## src/rtl/frame_draw_scheduler.sv

```systemverilog
// Per-frame draw sequencer: runs the player, alien and laser drawers in turn and
// owns display_ram port B, turning the granted drawer's pixel into a clipped write.
module frame_draw_scheduler #(
   parameter int unsigned SCREEN_WIDTH  = 640,
   parameter int unsigned SCREEN_HEIGHT = 480,
   parameter int unsigned NUM_DRAWERS   = 3,
   parameter int unsigned PHASE_TIMEOUT = 65535,
   parameter int unsigned ADDR_WIDTH    = 19
) (
   input  logic                  clock,
   input  logic                  global_reset_n,
   input  logic                  frame_tick,
   input  logic [2:0]            phase_enable,
   output logic [2:0]            drawer_start,
   input  logic [2:0]            drawer_valid,
   input  logic [29:0]           drawer_x,
   input  logic [26:0]           drawer_y,
   input  logic [11:0]           drawer_color,
   input  logic [2:0]            drawer_done,
   output logic [ADDR_WIDTH-1:0] write_address,
   output logic [3:0]            write_data,
   output logic                  write_enable,
   output logic                  busy,
   output logic [1:0]            phase,
   output logic                  frame_overrun,
   output logic                  timeout_err
);

   localparam int unsigned X_W   = 10;
   localparam int unsigned Y_W   = 9;
   localparam int unsigned C_W   = 4;
   localparam int unsigned IDX_W = 2;
   localparam int unsigned CNT_W = $clog2(PHASE_TIMEOUT + 1);

   typedef enum logic [1:0] {S_IDLE, S_LAUNCH, S_RUN, S_NEXT} state_t;

   state_t             state, state_d;
   logic [IDX_W-1:0]   idx, idx_d;
   logic [CNT_W-1:0]   cnt, cnt_d;
   logic [IDX_W:0]     sel;
   logic               wr_d, tmo_d, overrun;
   logic               g_valid, g_done, on_screen;
   logic [X_W-1:0]     g_x;
   logic [Y_W-1:0]     g_y;
   logic [C_W-1:0]     g_c;
   logic [ADDR_WIDTH-1:0] addr;

   // Lowest enabled drawer index at or above 'from'; MSB flags that one exists.
   function automatic logic [IDX_W:0] pick_next(input logic [2:0] en, input int unsigned from);
      logic [IDX_W:0] r;
      r = '0;
      for (int unsigned i = 0; i < NUM_DRAWERS; i++) begin
         if (!r[IDX_W] && i >= from && 1'(en >> i))
            r = {1'b1, IDX_W'(i)};
      end
      return r;
   endfunction

   // Only the granted drawer's lanes are ever looked at.
   always_comb begin
      g_valid   = 1'(drawer_valid >> idx);
      g_done    = 1'(drawer_done >> idx);
      g_x       = X_W'(drawer_x >> (X_W * 32'(idx)));
      g_y       = Y_W'(drawer_y >> (Y_W * 32'(idx)));
      g_c       = C_W'(drawer_color >> (C_W * 32'(idx)));
      on_screen = (32'(g_x) < SCREEN_WIDTH) && (32'(g_y) < SCREEN_HEIGHT);
      addr      = ADDR_WIDTH'(g_y) * ADDR_WIDTH'(SCREEN_WIDTH) + ADDR_WIDTH'(g_x);
   end

   // Next-state logic: done is only honoured in RUN, which masks a stale level at launch.
   always_comb begin
      state_d = state;
      idx_d   = idx;
      cnt_d   = cnt;
      sel     = '0;
      wr_d    = 1'b0;
      tmo_d   = 1'b0;
      overrun = frame_tick && (state != S_IDLE);
      case (state)
         S_IDLE: begin
            if (frame_tick) begin
               sel = pick_next(phase_enable, 32'd0);
               if (sel[IDX_W]) begin
                  state_d = S_LAUNCH;
                  idx_d   = sel[IDX_W-1:0];
               end
            end
         end
         S_LAUNCH: begin
            cnt_d   = '0;
            state_d = S_RUN;
         end
         S_RUN: begin
            cnt_d = cnt + CNT_W'(1);
            wr_d  = g_valid && on_screen;
            if (g_done) begin
               state_d = S_NEXT;
            end else if (cnt_d == CNT_W'(PHASE_TIMEOUT)) begin
               state_d = S_NEXT;
               tmo_d   = 1'b1;
            end
         end
         S_NEXT: begin
            sel = pick_next(phase_enable, 32'(idx) + 32'd1);
            if (sel[IDX_W]) begin
               state_d = S_LAUNCH;
               idx_d   = sel[IDX_W-1:0];
            end else begin
               state_d = S_IDLE;
               idx_d   = '1;
            end
         end
         default: state_d = S_IDLE;
      endcase
   end

   // State register.
   always_ff @(posedge clock or negedge global_reset_n) begin
      if (!global_reset_n) begin
         state <= S_IDLE;
         idx   <= '1;
         cnt   <= '0;
      end else begin
         state <= state_d;
         idx   <= idx_d;
         cnt   <= cnt_d;
      end
   end

   // Registered outputs, decoded from the state being entered.
   always_ff @(posedge clock or negedge global_reset_n) begin
      if (!global_reset_n) begin
         drawer_start  <= '0;
         write_address <= '0;
         write_data    <= '0;
         write_enable  <= 1'b0;
         busy          <= 1'b0;
         phase         <= 2'd3;
         frame_overrun <= 1'b0;
         timeout_err   <= 1'b0;
      end else begin
         drawer_start <= (state_d == S_LAUNCH) ? (3'b001 << idx_d) : 3'b000;
         busy         <= (state_d != S_IDLE);
         phase        <= (state_d == S_LAUNCH || state_d == S_RUN) ? idx_d : 2'd3;
         write_enable <= wr_d;
         if (wr_d) begin
            write_address <= addr;
            write_data    <= g_c;
         end
         if (overrun) frame_overrun <= 1'b1;
         if (tmo_d)   timeout_err   <= 1'b1;
      end
   end

endmodule
```

## config.mk

```make
export PLATFORM = sky130hd
export DESIGN_NAME = frame_draw_scheduler
export DESIGN_NICKNAME = d
export VERILOG_FILES = /design/src/rtl/frame_draw_scheduler.sv
export SDC_FILE = /design/constraint.sdc
export NUM_CORES = 1
export LEC_CHECK = 0
export ABC_AREA = 1
export BUFFER_PORTS_ARGS = -buffer_cell sky130_fd_sc_hd__clkbuf_2
export CAP_MARGIN = 40
export CORE_MARGIN = 4
export CORE_UTILIZATION = 40
export DETAILED_ROUTE_END_ITERATION = 8
export PLACE_DENSITY = 0.71
export SLEW_MARGIN = 20
export SYNTH_ARGS = -nofsm -noshare
export SYNTH_HDL_FRONTEND = slang
export SYNTH_SLANG_ARGS = --single-unit
export TNS_END_PERCENT = 30
```

## constraint.sdc

```tcl
create_clock -name clock -period 3.25 [get_ports clock]
set_clock_uncertainty 0.2 [all_clocks]
set_input_delay 0.8125 -clock clock [delete_from_list [all_inputs] [get_ports clock]]
set_output_delay 0.8125 -clock clock [all_outputs]
set_load 0.1 [all_outputs]
```

==> results of run 1 <==
## critical path, cell delays in order, from the launching register on
cell     delay [ps]
dfstp_2         610
inv_2            70
nor2_4          120
buf_12          130
buf_6           120
nand2_1          50
nand3_1         130
buf_4           140
ha_1            220
ha_1            370
a21oi_1         160
nand2_1         130
xnor2_2         240
buf_4           160
xor2_1          130
o21ai_1          80
## where the power goes
group,total [mW],switching (mW),leakage (nW),internal [mW]
Combinational,4.75,3.02,1.83,1.73
Clock,0.406,0.247,0.0463,0.159
Sequential,0.971,0.120,0.674,0.851
Total,6.12,3.38,2.55,2.74
## worst max-delay path by stage
stage,end,slack (ps),from
after global routing,write_address[18],-120,idx[0]
final,write_address[15],60,idx[0]
after floorplan,write_address[18],1,idx[0]
after detailed placement,write_address[18],-260,drawer_y[10]
after CTS,write_address[18],8,idx[1]
after global placement,write_address[18],-170,drawer_y[1]
## sequential cells by signal, summed over array words and instances (netlist names)
register	cells
idx	2
phase	2
frame_overrun	1
drawer_start	3
timeout_err	1
state	2
write_enable	1
write_address	19
write_data	4
cnt	16
busy	1
## layout make-up
| class | instances | share of cell area |
|---|---|---|
| timing repair buffer | 151 | 0.1822 |
| tap | 108 | 0.02791 |
| clock buffer | 5 | 0.01421 |
| multi-input combinational | 392 | 0.4610 |
| clock inverter | 3 | 0.005685 |
| inverter | 50 | 0.03928 |
| sequential | 52 | 0.2698 |
## cell usage in the layout (no fill, tap or decap), types with 6 or more instances in the layout
cell type    n
clkbuf_2   112
nand3_1     46
nand2_2     11
o21ai_0     22
o21ai_1     11
dfrtp_1     48
xnor2_1      6
nand2_1    194
xor2_1       7
ha_1        17
nor2_1      25
nand3_2      6
inv_1       44
buf_4       36
a21oi_1      8
## per-stage QoR
step	instances	hold WS, ps	power [mW]	cell area [um2]
after global placement	744	265.4	5.105	4504
final	761	260.7	6.123	4842
after global routing	761	306.0	6.607	4842
after floorplan	508	308.9	4.066	3674
after CTS	759	281.2	5.798	4706
after detailed placement	744	264.4	5.207	4504
## what timing repair did
item / in CTS / in global routing
buffers inserted: 7 / 2
hold buffers: 0 / 0
pin swaps: 10 / 14
resized for setup: 8 / 21
endpoints found under the setup margin: 5 / 6
## layer usage
| metal | track usage | wire [um] | vias up |
|---|---|---|---|
| li1 | - | - | 1903 |
| met1 | 0.2171 | 4174 | 1674 |
| met2 | 0.3417 | 4819 | 111 |
| met3 | 0.03353 | 548 | 19 |
| met4 | 0.07371 | 256 | 0 |
| met5 | 0 | 0 | - |
## logic make-up (layout without fill, tap and decap cells)
| kind of cell | count (synthesis) | in the layout | share of synthesized area |
|---|---|---|---|
| AND/OR/NAND/NOR | 297 | 297 | 0.3507 |
| AO/OA/AOI/OAI | 53 | 53 | 0.08099 |
| flip-flops | 52 | 52 | 0.3583 |
| buffers and inverters | 64 | 209 | 0.07824 |
| XOR/XNOR | 16 | 16 | 0.03844 |
| adder cells (fa/ha/maj) | 26 | 26 | 0.09334 |
==> summary.txt, run 1 <==
status: finished, final reports clean
NumNets Final: 759
final setup vio count: 0
DPL Wire Length: 7742 um
Seq/Total Area, Yosys: 0.3583
total grt overflow: 0
r2r endpoint: write_address[15]
first-pass GRT wire length: 16090 um
Util after Layout: 0.5499
crit path kind: reg2reg
Place WS: -263.0 ps
initial antenna violation count: 0
RSZ-0062 raised after global routing: yes
syn nets: 615
Yosys warning total: 0
Post-Syn Area per Cell: 7.177 um2
Worst-Skew Late Latency: 330 ps
Tcrit/Tclk final: 0.9828
Reg area: 1306 um2
DR iter-0 viols: 114
CTS max path bufs: 2
Main synth FF type: dfrtp_1
core area: 8806 um2
crit path capture type: flop
Worst setup SP type: flop
Placement Rows: 34
area leader, netlist: dfrtp_1
largest net degree at the start of global routing: 33
TNS Setup: 0 ps
detailed-route vias per instance: 4.871
worst hold-check path type: in2async
Worst Slack Setup Final: 56.06 ps
Worst Max-Slew Pin Slew: 562.0 ps
Total GRT Usage: 0.1878
Worst Path Required: 3250 ps
synth cell count leaders: nand2_1 (195), nand3_1 (52), dfrtp_1 (48), inv_1 (45), nor2_1 (28)
Reg clk slew, reported paths: 120 ps
Register-to-Register Setup Slack: 60 ps
Root Driver: clkbuf_8
wire length per cell: 12.88 um
I/O pin total: 113
post-route ant nets: 0
chip width: 103.5 um
PortBufs: 112
share of post-route cells with drive strength above 1: 0.3277
maxcap violations: 0
Worst EP arrival: 3190 ps
WL final: 9798 um
Cell Area, Synth: 3646 um2
worst reg2reg path depth: 15
Die ar.: 10710 um2
Unique masters post-synth: 38
Mapped Cells: 508
Synth top area share: 0.3294
PwrDens: 1265 nW/um2
maximum vdd drop: 0.5445 mV
Layout fillers: 812
Slew HR: 0.6253
Starting Density: 0.4140
H-tree levels: 2
via count: 3707
vias in the first global route: 3770
leak pwr: 2.554 nW
peak fanout along the critical path: 8
Yosys reg bits: 52
CTS tree: yes
Multi-input gate area: 2232 um2
Area contributors post-synth: dfrtp_1 (33%), nand2_1 (20%), ha_1 (8.2%)
first drt pass iteration count: 5
Max Freq: 313.1 MHz
Reg-to-Reg Start: idx[0]
count leader, synth: nand2_1
GPL Wtd Cong: 0.9625
fin crit period: 3194 ps
Post-synth EDFFs: 0
Num CTS Buffers: 5
Die Span Y: 103.5 um
Antenna Diode Count: 0
clock sinks: 52
FFs w/ async S/R, synth: 1.000
Fin. Hold Viols: 0
DRC: 0
Slew Limit Fails: 0
area grow syn2layout: 32.81%
No activity file was read; power rests on OpenSTA's default activity.
==> run 2, diff against run 1 <==
--- a/config.mk
+++ b/config.mk
@@ -13,3 +13,5 @@
 export DETAILED_ROUTE_END_ITERATION = 8
+export HOLD_SLACK_MARGIN = 0.08
 export PLACE_DENSITY = 0.71
+export SETUP_SLACK_MARGIN = 0.15
 export SLEW_MARGIN = 20
==> constraint.sdc (replaced) <==
create_clock -name clock -period 3.25 [get_ports clock]
set_clock_uncertainty 0.2 [all_clocks]
set_input_delay 0.325 -clock clock [delete_from_list [all_inputs] [get_ports clock]]
set_output_delay 0.325 -clock clock [all_outputs]
set_load 0.1 [all_outputs]
==> run 2 against run 1 <==
  * Final cell count fell by 0.53%
  * Die area unchanged
  * Wire length grew 9.2%
  * Register-to-register slack lost 50 ps
  * Worst setup slack lost 45 ps
  * Highest routed layer unchanged
  * Critical path depth increased by 1
  * Flip-flop and latch count stayed put
  * Non-clock buffer count down 4
  * Maximum frequency is 1.4% lower
  * Utilization rose by 1.5 points
  * Sequential share of layout area down 0.72 points
==> summary.txt, run 2 (synthesized netlist as in run 1, its figures left out) <==
Die Span Y: 103.5 um
worst reg2reg path depth: 16
WHS Endpoint: frame_overrun
Reg clk slew, reported paths: 100 ps
met3 track demand over resource: 0.03286
GPL Wtd Cong: 0.9198
detailed-route vias per instance: 5.078
Max Freq: 308.7 MHz
r2r endpoint: write_address[16]
peak fanout along the critical path: 5
critical path depth in cells: 16
biggest regs: write_address (19), cnt (16), write_data (4)
Worst setup SP type: flop
CP cell instances: inv_2 > nor2_4 > buf_6 > nand2_2 > nand3_4 > ha_4 > ha_4 > fa_2 > nand3_2 > nand3_4 > xnor2_1 > nor2_2 > nand2_1 > nand2_1 > nand3_1 > nand2_1
Num CTS Buffers: 5
Slew Limit Fails: 0
Starting Density: 0.4140
fin crit period: 3239 ps
met2 usage: 0.3446
RSZ-0062 raised after global routing: yes
Antenna Diode Count: 0
Register-to-Register Setup Slack: 10 ps
Worst Slack Setup Final: 10.74 ps
via count: 3844
wire length per cell: 14.14 um
Worst-Skew Late Latency: 310 ps
Place WS: -49.89 ps
post-route ant nets: 0
DPL Wire Length: 8134 um
crit path kind: reg2reg
CP max stage cell: dfstp_2
WL final: 10700 um
Reg-to-Reg Start: idx[1]
CP max stage delay: 610 ps
Worst EP arrival: 3240 ps
Total GRT Usage: 0.1965
Fin. Hold Viols: 0
NumNets Final: 755
total grt overflow: 0
final setup vio count: 0
WP buf/inv: 2
Largest Register: write_address
GR peak layer: met2
dpl cells: 734
non-filler cells, final: 757
most common cell after layout, fill and taps aside: nand2_1
hold path start: frame_tick
max reg flops: 19
largest net degree at the start of global routing: 27
maxcap violations: 0
clock sinks: 52
core area: 8806 um2
hold path depth: 3
DR iter-0 viols: 87
most frequent cells in the layout: nand2_1 (190), clkbuf_2 (112), dfrtp_1 (48)
status: finished, final reports clean
first drt pass iteration count: 4
DRC: 0
area grow syn2layout: 36.44%
CTS tree: yes
share of post-route cells with drive strength above 1: 0.3344
Layout fillers: 804
chip width: 103.5 um
initial antenna violation count: 0
first-pass GRT wire length: 16670 um
crit path capture type: flop
vias in the first global route: 3713
CTS max path bufs: 2
PortBufs: 112
I/O pin total: 113
Placement Rows: 34
worst hold-check path type: in2reg
Die ar.: 10710 um2
Worst path most repeated cell: nand2_1
H-tree levels: 2
Top delay family on crit path: simple AND/OR/NAND/NOR gates
Tcrit/Tclk final: 0.9967
Root Driver: clkbuf_8
M1 GR Usage: 0.2445
Slew HR: 0.6220
Worst Path Required: 3250 ps
Worst Max-Slew Pin Slew: 569.4 ps
-- run 2: cell count changes in the layout (fill, tap and decap cells not counted), moves of 2 or more --
cell       before  now
bufinv_16       0    2
buf_4          36   27
nand2_2        11   15
buf_12          2    4
nand2_1       194  190
-- run 2: final cells by class --
cell class	instances	area, um2	area share
clock buffer	6	72.57	0.01459
sequential	52	1306	0.2626
tap	108	135.1	0.02716
timing repair buffer	147	903.4	0.1816
multi-input combinational	392	2307	0.4638
inverter	50	190.2	0.03823
clock inverter	2	60.06	0.01207
-- run 2: worst reg2reg max path: stages, from the launching register on --
cell and delay (ps):
dfstp_2 610, inv_2 70, nor2_4 250, buf_6 170, nand2_2 70, nand3_4 90, ha_4 210, ha_4 170
fa_2 410, nand3_2 110, nand3_4 90, xnor2_1 360, nor2_2 70, nand2_1 80, nand2_1 50, nand3_1 90
nand2_1 50
-- run 2: timing repair --
item	in CTS	in global routing
setup endpoints to repair	5	6
resized for setup	13	16
buffers inserted	10	4
pin swaps	9	7
endpoints found under the hold margin	17	0
hold buffers	1	0
-- run 2: layer usage --
| layer | part of all wire | routed length [um] |
|---|---|---|
| met5 | 0 | 0 |
| met4 | 0.024 | 253 |
| met3 | 0.060 | 647 |
| met2 | 0.50 | 5336 |
| met1 | 0.42 | 4464 |
-- run 2: worst max-delay path by stage --
stage	startpoint	endpoint	slack [ps]
final	idx[1]	write_address[16]	10
after global routing	idx[1]	write_address[17]	-130
after CTS	idx[1]	write_address[18]	70
after detailed placement	idx[0]	write_address[15]	-50
after global placement	idx[1]	write_address[15]	70
after floorplan	idx[0]	write_address[18]	100
-- run 2: stage by stage --
step           cell area [um2]    util  hold slack [ps]  TNS (ps)
4_1_cts                   4820  0.5473            101.7         0
6_report                  4975  0.5649            108.0         0
3_5_place_dp              4542  0.5158            140.2    -90.64
5_1_grt                   4975  0.5649            134.9    -508.0
3_3_place_gp              4514  0.5126            261.5         0
2_1_floorplan             3774       -           -170.6         0
Power of run 2 is left out: the tool's default activity adds up to more than one toggle a clock period on the data nets, which glitch-free logic cannot reach.
